## config.mk

```make
export PLATFORM = sky130hd
export DESIGN_NAME = pfd_cp_core
export DESIGN_NICKNAME = d
export VERILOG_FILES = /design/src/rtl/pfd_cp_pkg.sv /design/src/rtl/pfd_cp_edge_sync.sv /design/src/rtl/pfd_cp_core.sv
export SDC_FILE = /design/constraint.sdc
export NUM_CORES = 1
export LEC_CHECK = 0
export CAP_MARGIN = 20
export CORE_ASPECT_RATIO = 1.4
export CORE_MARGIN = 4
export CORE_UTILIZATION = 30
export CTS_CLUSTER_SIZE = 20
export DETAILED_ROUTE_END_ITERATION = 8
export SLEW_MARGIN = 10
export SYNTH_ARGS = -nofsm -noshare
export SYNTH_HDL_FRONTEND = slang
export SYNTH_SLANG_ARGS = --single-unit
```

## constraint.sdc

```tcl
create_clock -name clk -period 1.8 [get_ports clk]
set_input_delay 0.18 -clock clk [delete_from_list [all_inputs] [get_ports clk]]
set_output_delay 0.18 -clock clk [all_outputs]
set_load 0.02 [all_outputs]
```

## src/rtl/pfd_cp_pkg.sv

```systemverilog
// -----------------------------------------------------------------------------
// pfd_cp_pkg
// Shared types and default constants for the phase-frequency detector /
// charge-pump core (pfd_cp_core) and its helpers.
//   pfd_state_t  : detector state (BOTH only reachable with PFD_ANTIBACKLASH_EN)
//   *_DEF        : default values for the core parameters
// -----------------------------------------------------------------------------
package pfd_cp_pkg;

  typedef enum logic [1:0] {
    IDLE = 2'd0,
    UP   = 2'd1,
    DN   = 2'd2,
    BOTH = 2'd3
  } pfd_state_t;

  localparam int          VCTRL_W_DEF    = 16;
  localparam logic [15:0] VCTRL_INIT_DEF = 16'h6000;
  localparam int          UP_STEP_DEF    = 16;
  localparam int          DN_STEP_DEF    = 16;
`ifdef PFD_ANTIBACKLASH_EN
  localparam int          AB_CYC_DEF     = 2;
`endif

endpackage

```

## src/rtl/pfd_cp_edge_sync.sv

```systemverilog
// -----------------------------------------------------------------------------
// edge_sync
// Two-flop synchronizer for an asynchronous clock-like input followed by a
// rising-edge detector in the clk domain.
// Ports:
//   clk      in  system sampling clock
//   rst_n    in  synchronous active-low reset (clears all history)
//   async_in in  asynchronous input (refclk or finalclk)
//   rise     out one-clk pulse when the synchronized input goes 0 -> 1
// -----------------------------------------------------------------------------
module edge_sync (
  input  logic clk,
  input  logic rst_n,
  input  logic async_in,
  output logic rise
);

  logic meta_q;
  logic sync_q;
  logic prev_q;

  always_ff @(posedge clk) begin
    if (!rst_n) begin
      meta_q <= 1'b0;
      sync_q <= 1'b0;
      prev_q <= 1'b0;
    end else begin
      meta_q <= async_in;
      sync_q <= meta_q;
      prev_q <= sync_q;
    end
  end

  // Combinational so the FSM can react on the edge right after sync_q rises.
  assign rise = sync_q & ~prev_q;

endmodule

```

## src/rtl/pfd_cp_core.sv

```systemverilog
// -----------------------------------------------------------------------------
// pfd_cp_core
// Phase-frequency detector plus digital charge pump. Rising edges of refclk
// and finalclk (both sampled by clk) drive an IDLE/UP/DN state machine; the
// registered up/down requests are integrated into a saturating unsigned
// control-voltage code.
// Optional feature macro: PFD_ANTIBACKLASH_EN adds a BOTH state (up=down=1
// for AB_CYC cycles) after each resetting edge; vctrl holds during BOTH.
// Ports:
//   clk      in  system sampling clock (rising edge)
//   rst_n    in  synchronous active-low reset
//   d        in  PFD enable; 0 forces the detector idle
//   refclk   in  asynchronous reference clock
//   finalclk in  asynchronous feedback clock
//   up       out registered charge-pump UP request
//   down     out registered charge-pump DOWN request
//   vctrl    out control-voltage code [VCTRL_W-1:0]
// -----------------------------------------------------------------------------
module pfd_cp_core
  import pfd_cp_pkg::*;
#(
  parameter int                 VCTRL_W    = VCTRL_W_DEF,
  parameter logic [VCTRL_W-1:0] VCTRL_INIT = VCTRL_INIT_DEF,
  parameter int                 UP_STEP    = UP_STEP_DEF,
  parameter int                 DN_STEP    = DN_STEP_DEF,
  parameter logic [VCTRL_W-1:0] VMIN       = '0,
  parameter logic [VCTRL_W-1:0] VMAX       = '1
`ifdef PFD_ANTIBACKLASH_EN
  ,
  parameter int                 AB_CYC     = AB_CYC_DEF
`endif
) (
  input  logic               clk,
  input  logic               rst_n,
  input  logic               d,
  input  logic               refclk,
  input  logic               finalclk,
  output logic               up,
  output logic               down,
  output logic [VCTRL_W-1:0] vctrl
);

  localparam int CW = VCTRL_W + 2;
  localparam logic signed [CW-1:0] UP_STEP_S = CW'(UP_STEP);
  localparam logic signed [CW-1:0] DN_STEP_S = CW'(DN_STEP);

  function automatic logic [VCTRL_W-1:0] sat_clamp(input logic signed [CW-1:0] v);
    if (v < $signed({2'b00, VMIN}))      return VMIN;
    else if (v > $signed({2'b00, VMAX})) return VMAX;
    else                                 return v[VCTRL_W-1:0];
  endfunction

  logic ref_rise;
  logic fb_rise;

  edge_sync u_ref_sync (
    .clk      (clk),
    .rst_n    (rst_n),
    .async_in (refclk),
    .rise     (ref_rise)
  );

  edge_sync u_fb_sync (
    .clk      (clk),
    .rst_n    (rst_n),
    .async_in (finalclk),
    .rise     (fb_rise)
  );

  pfd_state_t         state_q, state_d;
  logic               up_q, down_q;
  logic [VCTRL_W-1:0] vctrl_q, vctrl_d;
`ifdef PFD_ANTIBACKLASH_EN
  localparam int AB_W = (AB_CYC > 1) ? $clog2(AB_CYC) : 1;
  logic [AB_W-1:0] ab_cnt_q, ab_cnt_d;
`endif

  // Next-state logic. d=0 forces IDLE but the edge detectors keep running,
  // so an edge that happened while disabled cannot fire later.
  always_comb begin
    state_d = state_q;
`ifdef PFD_ANTIBACKLASH_EN
    ab_cnt_d = ab_cnt_q;
`endif
    if (!d) begin
      state_d = IDLE;
    end else begin
      case (state_q)
        IDLE: begin
          if (ref_rise && !fb_rise)      state_d = UP;
          else if (fb_rise && !ref_rise) state_d = DN;
`ifdef PFD_ANTIBACKLASH_EN
          else if (ref_rise && fb_rise) begin
            state_d  = BOTH;
            ab_cnt_d = AB_W'(AB_CYC - 1);
          end
`endif
        end
        UP: begin
          if (fb_rise) begin
`ifdef PFD_ANTIBACKLASH_EN
            state_d  = BOTH;
            ab_cnt_d = AB_W'(AB_CYC - 1);
`else
            state_d = IDLE;
`endif
          end
        end
        DN: begin
          if (ref_rise) begin
`ifdef PFD_ANTIBACKLASH_EN
            state_d  = BOTH;
            ab_cnt_d = AB_W'(AB_CYC - 1);
`else
            state_d = IDLE;
`endif
          end
        end
`ifdef PFD_ANTIBACKLASH_EN
        BOTH: begin
          if (ab_cnt_q == '0) state_d = IDLE;
          else                ab_cnt_d = ab_cnt_q - 1'b1;
        end
`endif
        default: state_d = IDLE;
      endcase
    end
  end

  // Charge pump: integrate the registered requests with headroom, then clamp.
  always_comb begin
    logic signed [CW-1:0] v_ext;
    logic signed [CW-1:0] v_sum;
    v_ext = $signed({2'b00, vctrl_q});
    v_sum = v_ext;
    if (up_q && !down_q)      v_sum = v_ext + UP_STEP_S;
    else if (down_q && !up_q) v_sum = v_ext - DN_STEP_S;
    vctrl_d = sat_clamp(v_sum);
  end

  // up/down decode the next state so they change on the same edge as state_q.
  always_ff @(posedge clk) begin
    if (!rst_n) begin
      state_q <= IDLE;
      up_q    <= 1'b0;
      down_q  <= 1'b0;
      vctrl_q <= VCTRL_INIT;
`ifdef PFD_ANTIBACKLASH_EN
      ab_cnt_q <= '0;
`endif
    end else begin
      state_q <= state_d;
      up_q    <= (state_d == UP) || (state_d == BOTH);
      down_q  <= (state_d == DN) || (state_d == BOTH);
      vctrl_q <= vctrl_d;
`ifdef PFD_ANTIBACKLASH_EN
      ab_cnt_q <= ab_cnt_d;
`endif
    end
  end

  assign up    = up_q;
  assign down  = down_q;
  assign vctrl = vctrl_q;

endmodule

```

Yosys cells after proc, flatten, opt, wreduce, memory -nomap -nowiden
Index checks and enable logic that the tools add are counted.
{"block": "classes", "add_sub_neg": 2, "magnitude_cmp": 2, "n_eq_ne": 5, "mux": 10, "n_bitwise": 5, "reduce_logical": 12}
{"op": "2-to-1 mux 18 bit", "count": 2}
{"op": "greater-than comparator 18 x 17 -> 1 bit, second input constant", "count": 1}
{"op": "less-than comparator 18 x 1 -> 1 bit, second input constant", "count": 1}
{"op": "adder 16 x 5 -> 17 bit, second input constant", "count": 1}
{"op": "subtractor 16 x 5 -> 17 bit, second input constant", "count": 1}
{"op": "2-to-1 mux 16 bit", "count": 1}
{"op": "2-to-1 mux 15 bit", "count": 1}
{"op": "2-to-1 mux 2 bit", "count": 5}
{"op": "== test 2 bit, second input constant", "count": 3}
{"op": "case mux 2 bit (3 select lines)", "count": 1}
{"op": "== test 2 x 1 -> 1 bit, second input constant", "count": 2}
{"op": "logical AND 1 bit", "count": 4}
{"op": "zero test 1 bit", "count": 4}
{"op": "NOT 1 bit", "count": 3}
{"op": "bitwise AND 1 bit", "count": 2}
{"op": "zero test 2 bit", "count": 1}
{"op": "logical OR 1 bit", "count": 2}
{"op": "OR reduction 2 bit", "count": 1}
{"block": "word_totals", "regBits": 26, "inputBits": 5, "output_inout_bits": 18}

Longest topological paths before layout
Gate-level depths: netlist (run 1).
{"block": "depth", "depth_word": 10, "depth_mapped": 8, "depth_no_buf": 7}

Cells and area by module
A second synthesis (run 1) with hierarchy kept.
{"block": "hier_totals", "hier_cells": 126, "hier_area_um2": 1179.9}
{"module": "pfd_cp_core", "instances": 1, "cells_per_inst": 112, "area_each_um2": 994.7, "seq_area_each_um2": 380.4}
{"module": "edge_sync", "instances": 2, "cells_per_inst": 7, "area_each_um2": 92.6, "seq_area_each_um2": 60.1}

Worst setup path before layout (run 1)
No wires, ideal clock.
{"block": "synth_timing", "kind": "reg2reg", "from": "register vctrl_q[4], in the netlist vctrl[4]", "to": "register vctrl_q[12], in the netlist vctrl[12]", "setup_time_ns": 0.086, "t_arrival_ns": 1.729, "required_time_ns": 1.714, "path_slack_ns": -0.015, "path_stages_with_launch": 7, "synth_period_minus_slack_ns": 1.815, "cell_sequence": "dfxtp_1 -> ha_1 -> nand3_1 -> or2_2 -> nor3_4 -> nor3_1 -> a211oi_1"}
{"block": "synth_via", "elab_chain_cells": 5, "word_cells_on_any_way": 8, "cone_classes": "2 x add/sub; 2 x order compare; 3 x mux; 1 x reduce/logical"}
{"item": "start, declared", "line_no": "pfd_cp_core.sv:72", "source": "logic [VCTRL_W-1:0] vctrl_q, vctrl_d;"}
{"item": "start signal, assigned", "line_no": "pfd_cp_core.sv:155", "source": "vctrl_q <= vctrl_d;"}
{"item": "subtractor 16 x 5 -> 17 bit", "line_no": "pfd_cp_core.sv:137", "source": "else if (down_q && !up_q) v_sum = v_ext - DN_STEP_S;"}
{"item": "2-to-1 mux 18 bit", "line_no": "pfd_cp_core.sv:137"}
{"item": "2-to-1 mux 18 bit *", "line_no": "pfd_cp_core.sv:136", "source": "if (up_q && !down_q) v_sum = v_ext + UP_STEP_S;"}
{"item": "greater-than comparator 18 x 17 -> 1 bit / less-than comparator 18 x 1 -> 1 bit (equally long branches)", "line_no": "pfd_cp_core.sv:49, pfd_cp_core.sv:48"}
{"item": "2-to-1 mux 16 bit / OR reduction 2 bit (equally long branches)"}
Every way passes the cells marked *; elsewhere a longest branch is shown, timed or not.
A chain may end at the register's enable or synchronous reset.

Final worst setup path (run 1)
{"block": "layout_timing", "from": "register vctrl_q[12], in the netlist vctrl[12]", "to": "register vctrl_q[13], in the netlist vctrl[13]"}
{"block": "layout_via", "elab_chain_cells": 6, "word_cells_on_any_way": 8, "cone_classes": "2 x add/sub; 2 x order compare; 4 x mux"}
{"item": "subtractor 16 x 5 -> 17 bit", "line_no": "pfd_cp_core.sv:137"}
{"item": "2-to-1 mux 18 bit", "line_no": "pfd_cp_core.sv:137"}
{"item": "2-to-1 mux 18 bit *", "line_no": "pfd_cp_core.sv:136"}
{"item": "greater-than comparator 18 x 17 -> 1 bit", "line_no": "pfd_cp_core.sv:49", "source": "else if (v > $signed({2'b00, VMAX})) return VMAX;"}
{"item": "2-to-1 mux 16 bit", "line_no": "pfd_cp_core.sv:49"}
{"item": "2-to-1 mux 15 bit *", "line_no": "pfd_cp_core.sv:48", "source": "if (v < $signed({2'b00, VMIN})) return VMIN;"}
Marked as above.

==> reports/results.txt, run 1 <==
WP data required - 1950 ps
via count - 1110
initial core utilization - 31.2%
clk root buf - clkbuf_8
max-slew violations - 0
RSZ-0062 raised after global routing - yes
worst setup path class - reg -> reg
share of the synthesized area in the top cell type - 41.0%
global route overflow - 0
CP startpoint kind - flop
Clock Path Buffers - 2
die span in y - 83.5 um
Die W - 61.9 um
Seq/Total Area, Yosys - 41.0%
routed len/inst - 13.1 um
number of global-route vias before repair - 1099
GRT Overall Usage - 12.3%
Fmax - 558 MHz
total wire length - 2.93 mm
Seq cells post-synth - 25
library cells used by synthesis - 43
hold slack - 443 ps
synth warn - 0
Top FF cell, synth - dfxtp_1
top cells by area, synth - dfxtp_1 41%, nor2_1 5.2%, and2_1 3.1%
initial DRC count - 15
DP HPWL - 2.26 mm
area grow syn2layout - 38.8%
Layout Utilization - 43.3%
net count after synthesis - 147
Clock Sinks - 25
worst-skew pair later-pin latency - 270 ps
Worst slew margin - 75.0%
Cell Pwr Density - 612 mW/mm^2
final-report setup violation count - 0
dominant cell type by area after synthesis - dfxtp_1
diode count - 0
CTS tree - done
Clock Skews - 4.18 ps
min-delay worst type - reg -> reg
share of layout cells above drive strength 1 - 25.6%
initial antenna violation count - 0
Async SR Flop Fraction - 0%
first-pass GRT wire length - 4.91 mm
Antenna Nets Post-Route - 0
Pwr Total - 0.00104 W
most frequent cell after synthesis - dfxtp_1
num ports - 23
CP Capture Type - flop
final hold violation count - 0
syn avg cell area - 8.72 um^2
H-tree Lvls - 1
CP Max Fanout - 3
CTS buffer count - 3
first-pass iteration count of the detailed router - 4
nets@finish - 188
most instantiated cells after synthesis - 25 x dfxtp_1, 17 x nor2_1, 9 x nand2_1, 7 x inv_1, 7 x nor3_1
Post-synth EDFFs - 0
Mapped Area - 0.00122 mm^2
Worst-Margin Slew - 374 ps
status - completed
post-route setup TNS - 0 ps
min cycle time layout - 1790 ps
vias per cell - 4.98
Final Cell Area - 0.00170 mm^2
DRC Markers - 0
number of buffers added on ports - 22
max_cap viols - 0
Seq pwr share - 55.6%
peak supply drop - 450 uV
Post-Synthesis Cells - 140
Core Rows - 27
pin count of the biggest net entering global routing - 16
Clk network pwr share - 33.5%
post-placement cell area - 0.00159 mm^2
Final period util - 99.6%
WP data arrival - 1940 ps
Combinational Power Share - 10.9%
static leakage - 0.664 nW
Clock transition at path regs - 90 ps
Core Area - 0.00392 mm^2
Routability Congestion - 0.798
Sw Share - 24.7%
Int Power - 0.000782 W
Die Footprint - 0.00517 mm^2
switching power - 0.000257 W
## sequential cells by signal, indices dropped and copies added (netlist names)
name	cells
vctrl	16
state_q	2
down	1
u_fb_sync.meta_q	1
u_fb_sync.prev_q	1
u_fb_sync.sync_q	1
u_ref_sync.meta_q	1
u_ref_sync.prev_q	1
u_ref_sync.sync_q	1
## final cells by class
cell class / count / area (um^2)
Clock buffer: 3 / 41.3
Timing Repair Buffer: 43 / 378
Fill cell: 405 / 2220
Tap cell: 43 / 53.8
Multi-Input combinational cell: 101 / 682
Clock inverter: 1 / 7.51
Inverter: 7 / 26.3
Sequential cell: 25 / 507
## per-layer routing
| metal | vias to the layer above | wire (um) | track usage, % |
|---|---|---|---|
| met5 | - | 0 | 0 |
| met4 | 0 | 46 | 4.63 |
| met3 | 5 | 132 | 2.79 |
| met2 | 20 | 1540 | 21.0 |
| met1 | 517 | 1210 | 14.1 |
| li1 | 568 | - | - |
## cell usage in the layout (no fill, tap or decap), types with 2 or more instances in the layout
cell type / instances
clkdlybuf4s50_1: 22
buf_4: 21
dfxtp_1: 20
nor2_1: 17
nand2_1: 9
inv_1: 7
nor3_1: 7
and2_1: 6
a21oi_1: 6
dfxtp_2: 5
and3_1: 4
nor3b_1: 4
nand3_1: 3
xor2_1: 3
xnor2_1: 3
clkbuf_8: 3
nand2b_1: 2
o22ai_1: 2
or4_4: 2
o21ai_0: 2
a211oi_1: 2
ha_1: 2
## worst max-delay path, stage by stage, from the launching register on
cell and delay, ps:
dfxtp_2 330, or4_4 530, or4_4 530, or3b_1 200, nand3_2 80
## through the flow
| step | cells | setup slack, ps |
|---|---|---|
| detailed placement | 216 | 32.2 |
| finish | 223 | 7.94 |
| floorplan | 140 | 2.85 |
| global route | 223 | -52.4 |
| CTS | 220 | 6.14 |
| global placement | 216 | 46.8 |
## cells by family after synthesis
kind of cell	share of synthesized area (%)
buffers and inverters	5.74
AND/OR/NAND/NOR	34.3
AO/OA/AOI/OAI	12.6
XOR/XNOR	4.30
adder cells (fa/ha/maj)	2.05
flip-flops	41.0
## power groups by stage
stage,Sequential [W],Combinational (W),Clock (W)
2_1_floorplan,0.000600,0.0000557,0
3_3_place_gp,0.000589,0.000108,0
3_5_place_dp,0.000590,0.000110,0
4_1_cts,0.000577,0.000111,0.000354
5_1_grt,0.000580,0.000125,0.000384
6_report,0.000577,0.000113,0.000347
## final timing paths
| kind | start | to | slack [ps] | cells past startpoint |
|---|---|---|---|---|
| worst min register to register | u_fb_sync.meta_q$_SDFF_PN0_ | u_fb_sync.sync_q$_SDFF_PN0_ | 440 | 1 |
| worst max-delay path | vctrl[12]$_SDFF_PP0_ | vctrl[13]$_SDFF_PN1_ | 8 | 4 |
| worst max register to register | vctrl[12]$_SDFF_PP0_ | vctrl[13]$_SDFF_PN1_ | 8 | 4 |
| worst min-delay path | u_fb_sync.meta_q$_SDFF_PN0_ | u_fb_sync.sync_q$_SDFF_PN0_ | 440 | 1 |
## repair_timing
action | 4_1_cts | 5_1_grt
setup buffers | 0 | 3
endpoints found under the hold margin | 0 | 0
hold buffers | 0 | 0
resized for setup | 0 | 9
endpoints found under the setup margin | 0 | 16
Power figures use the tool's default switching activity.
==> run 2: changes to the inputs <==
CORE_ASPECT_RATIO = default   (was 1.4)
==> run 2 against run 1 <==
Compared with the run above: combinational power is 7% higher; sequential share of layout area is 0.33 points lower; first-iteration DRC count is 100% higher; setup slack better by 16 ps; critical path depth is 1 higher; cell area is 2.4% higher; critical path type unchanged; highest routed layer unchanged.
==> reports/results.txt, run 2 (same netlist as run 1, synthesis figures left out) <==
GRT Overall Usage - 12.3% (+0.025 points)
worst setup path class - reg -> reg
final-report setup violation count - 0 (unchanged)
Die Footprint - 0.00516 mm^2 (-0.28%)
min cycle time layout - 1780 ps (-15.8 ps)
clk root buf - clkbuf_8
WP data arrival - 1940 ps (about the same)
Clock Path Buffers - 2 (unchanged)
Worst-Margin Slew - 375 ps (+1.15 ps)
vias per cell - 5.05 (+1.4%)
CP Capture Type - flop
Cell Pwr Density - 593 mW/mm^2 (-3.1%)
Routability Congestion - 0.801 (+0.31%)
max_cap viols - 0 (unchanged)
Clock Sinks - 25 (unchanged)
Clock Skews - 6.79 ps (+2.61 ps)
grt met1 use - 15.1% (+1.0 points)
max-slew violations - 0 (unchanged)
worst-skew pair later-pin latency - 270 ps (about the same)
H-tree Lvls - 1 (unchanged)
CTS buffer count - 3 (unchanged)
first-pass GRT wire length - 5.13 mm (+4.5%)
num ports - 23 (unchanged)
first-pass iteration count of the detailed router - 4 (unchanged)
RSZ-0062 raised after global routing - yes
status - completed
R2R Path End - vctrl[15]$_SDFF_PP0_
number of flip-flops under the largest register name - 16 (unchanged)
number of global-route vias before repair - 1162 (+5.7%)
WHS Endpoint - u_fb_sync.sync_q$_SDFF_PN0_
WHS Path Cells - 1 (unchanged)
nets@finish - 187 (-0.53%)
DRC Markers - 0 (unchanged)
pin count of the biggest net entering global routing - 15 (-1)
area grow syn2layout - 42.1%
# hold bufs at CTS - 0 (unchanged)
CP Max Fanout - 5 (+2)
Core Rows - 22 (-19%)
initial DRC count - 30 (+15)
routed len/inst - 13.4 um (+2.3%)
via count - 1146 (+3.2%)
share of layout cells above drive strength 1 - 28.5% (+2.9 points)
Clock transition at path regs - 90 ps (about the same)
DP HPWL - 2.17 mm (-4.0%)
Core Area - 0.00380 mm^2 (-3.1%)
met2 track demand over resource - 21.0% (+0.048 points)
R2R depth - 5 (+1)
final hold violation count - 0 (unchanged)
Fmax - 563 MHz (+0.89%)
Critical R2R Launch - vctrl[6]$_SDFF_PP0_
Antenna Nets Post-Route - 0 (unchanged)
commonest cells after routing, fill and taps aside - 22 x clkdlybuf4s50_1, 21 x dfxtp_1, 20 x buf_4
number of buffers added on ports - 22 (unchanged)
grt peak-use layer - met2
CP startpoint kind - flop
min-delay worst type - reg -> reg
die span in y - 71.8 um (-14%)
initial antenna violation count - 0 (unchanged)
static leakage - 0.668 nW (+0.48%)
CTS tree - done
commonest non-fill, non-tap cell in the layout - clkdlybuf4s50_1
total wire length - 3.05 mm (+4.1%)
Layout Utilization - 45.7% (+2.4 points)
Die W - 71.8 um (+16%)
Final period util - 98.7% (-0.88 points)
WP data required - 1960 ps (about the same)
setup ws final - 23.8 ps (+15.8 ps)
met3 track demand over resource - 2.10% (-0.68 points)
peak supply drop - 350 uV (-22%)
initial core utilization - 32.1% (+0.99 points)
Worst R2R Setup Slack - 20 ps (+20 ps)
Worst slew margin - 75.0% (about the same)
global route overflow - 0 (unchanged)
worst hold path startpoint - u_fb_sync.meta_q$_SDFF_PN0_
diode count - 0 (unchanged)
post-place setup slack - -24.9 ps (-57.1 ps)
## run 2: final cells by class
class                           count  area, um^2
Clock inverter                      1        5.00
Timing Repair Buffer               42         370
Sequential cell                    25         513
Multi-Input combinational cell    101         717
Fill cell                         380        2060
Tap cell                           48        60.1
Clock buffer                        3        41.3
Inverter                            7        28.8
## run 2: what timing repair did
action                     4_1_cts  5_1_grt
pin swaps                        1       11
buffers inserted                 0        5
setup endpoints to repair       14       14
gates resized for setup          4       16
## run 2: worst max-delay path by stage
stage	depth (start not counted)	endpoint	from
after floorplan	4	vctrl[14]$_SDFF_PN1_	vctrl[12]$_SDFF_PP0_
after detailed placement	7	vctrl[13]$_SDFF_PN1_	vctrl[4]$_SDFF_PP0_
after global routing	5	vctrl[15]$_SDFF_PP0_	vctrl[6]$_SDFF_PP0_
final	5	vctrl[15]$_SDFF_PP0_	vctrl[6]$_SDFF_PP0_
after CTS	4	vctrl[13]$_SDFF_PN1_	vctrl[12]$_SDFF_PP0_
after global placement	6	vctrl[11]$_SDFF_PP0_	vctrl[4]$_SDFF_PP0_
## run 2: power breakdown
group          leakage (nW)  switching [W]  internal (W)  total (W)
clock network        0.0255       0.000178      0.000155   0.000333
logic                 0.436      0.0000590     0.0000622   0.000121
registers             0.206      0.0000118      0.000564   0.000575
total                 0.668       0.000249      0.000781    0.00103
## run 2: worst max-delay path: stages (launching register included)
cell and delay [ps]:
dfxtp_4 370, or3_4 400, nor4_4 340, o22ai_2 160
nor4_2 320, nor3b_2 70
## run 2: per-layer routing
layer	vias up	wire length [um]
li1	563	-
met1	558	1350
met2	20	1580
met3	5	77
met4	0	44
met5	-	0
## run 2: stage by stage
step                std cells  hold slack (ps)  setup TNS, ps  power, W  area [um^2]
floorplan                 140              307              0  0.000655         1230
global placement          218              415              0  0.000695         1570
detailed placement        218              423          -62.6  0.000698         1570
CTS                       222              444              0   0.00103         1640
global route              227              466           -185   0.00108         1740
finish                    227              443              0   0.00103         1740
==> run 3: changes to the inputs <==
GPL_ROUTABILITY_DRIVEN = 0   (was default)
==> results of run 3 <==
The final DEF is identical to that of run 2; final timing and power are the same.
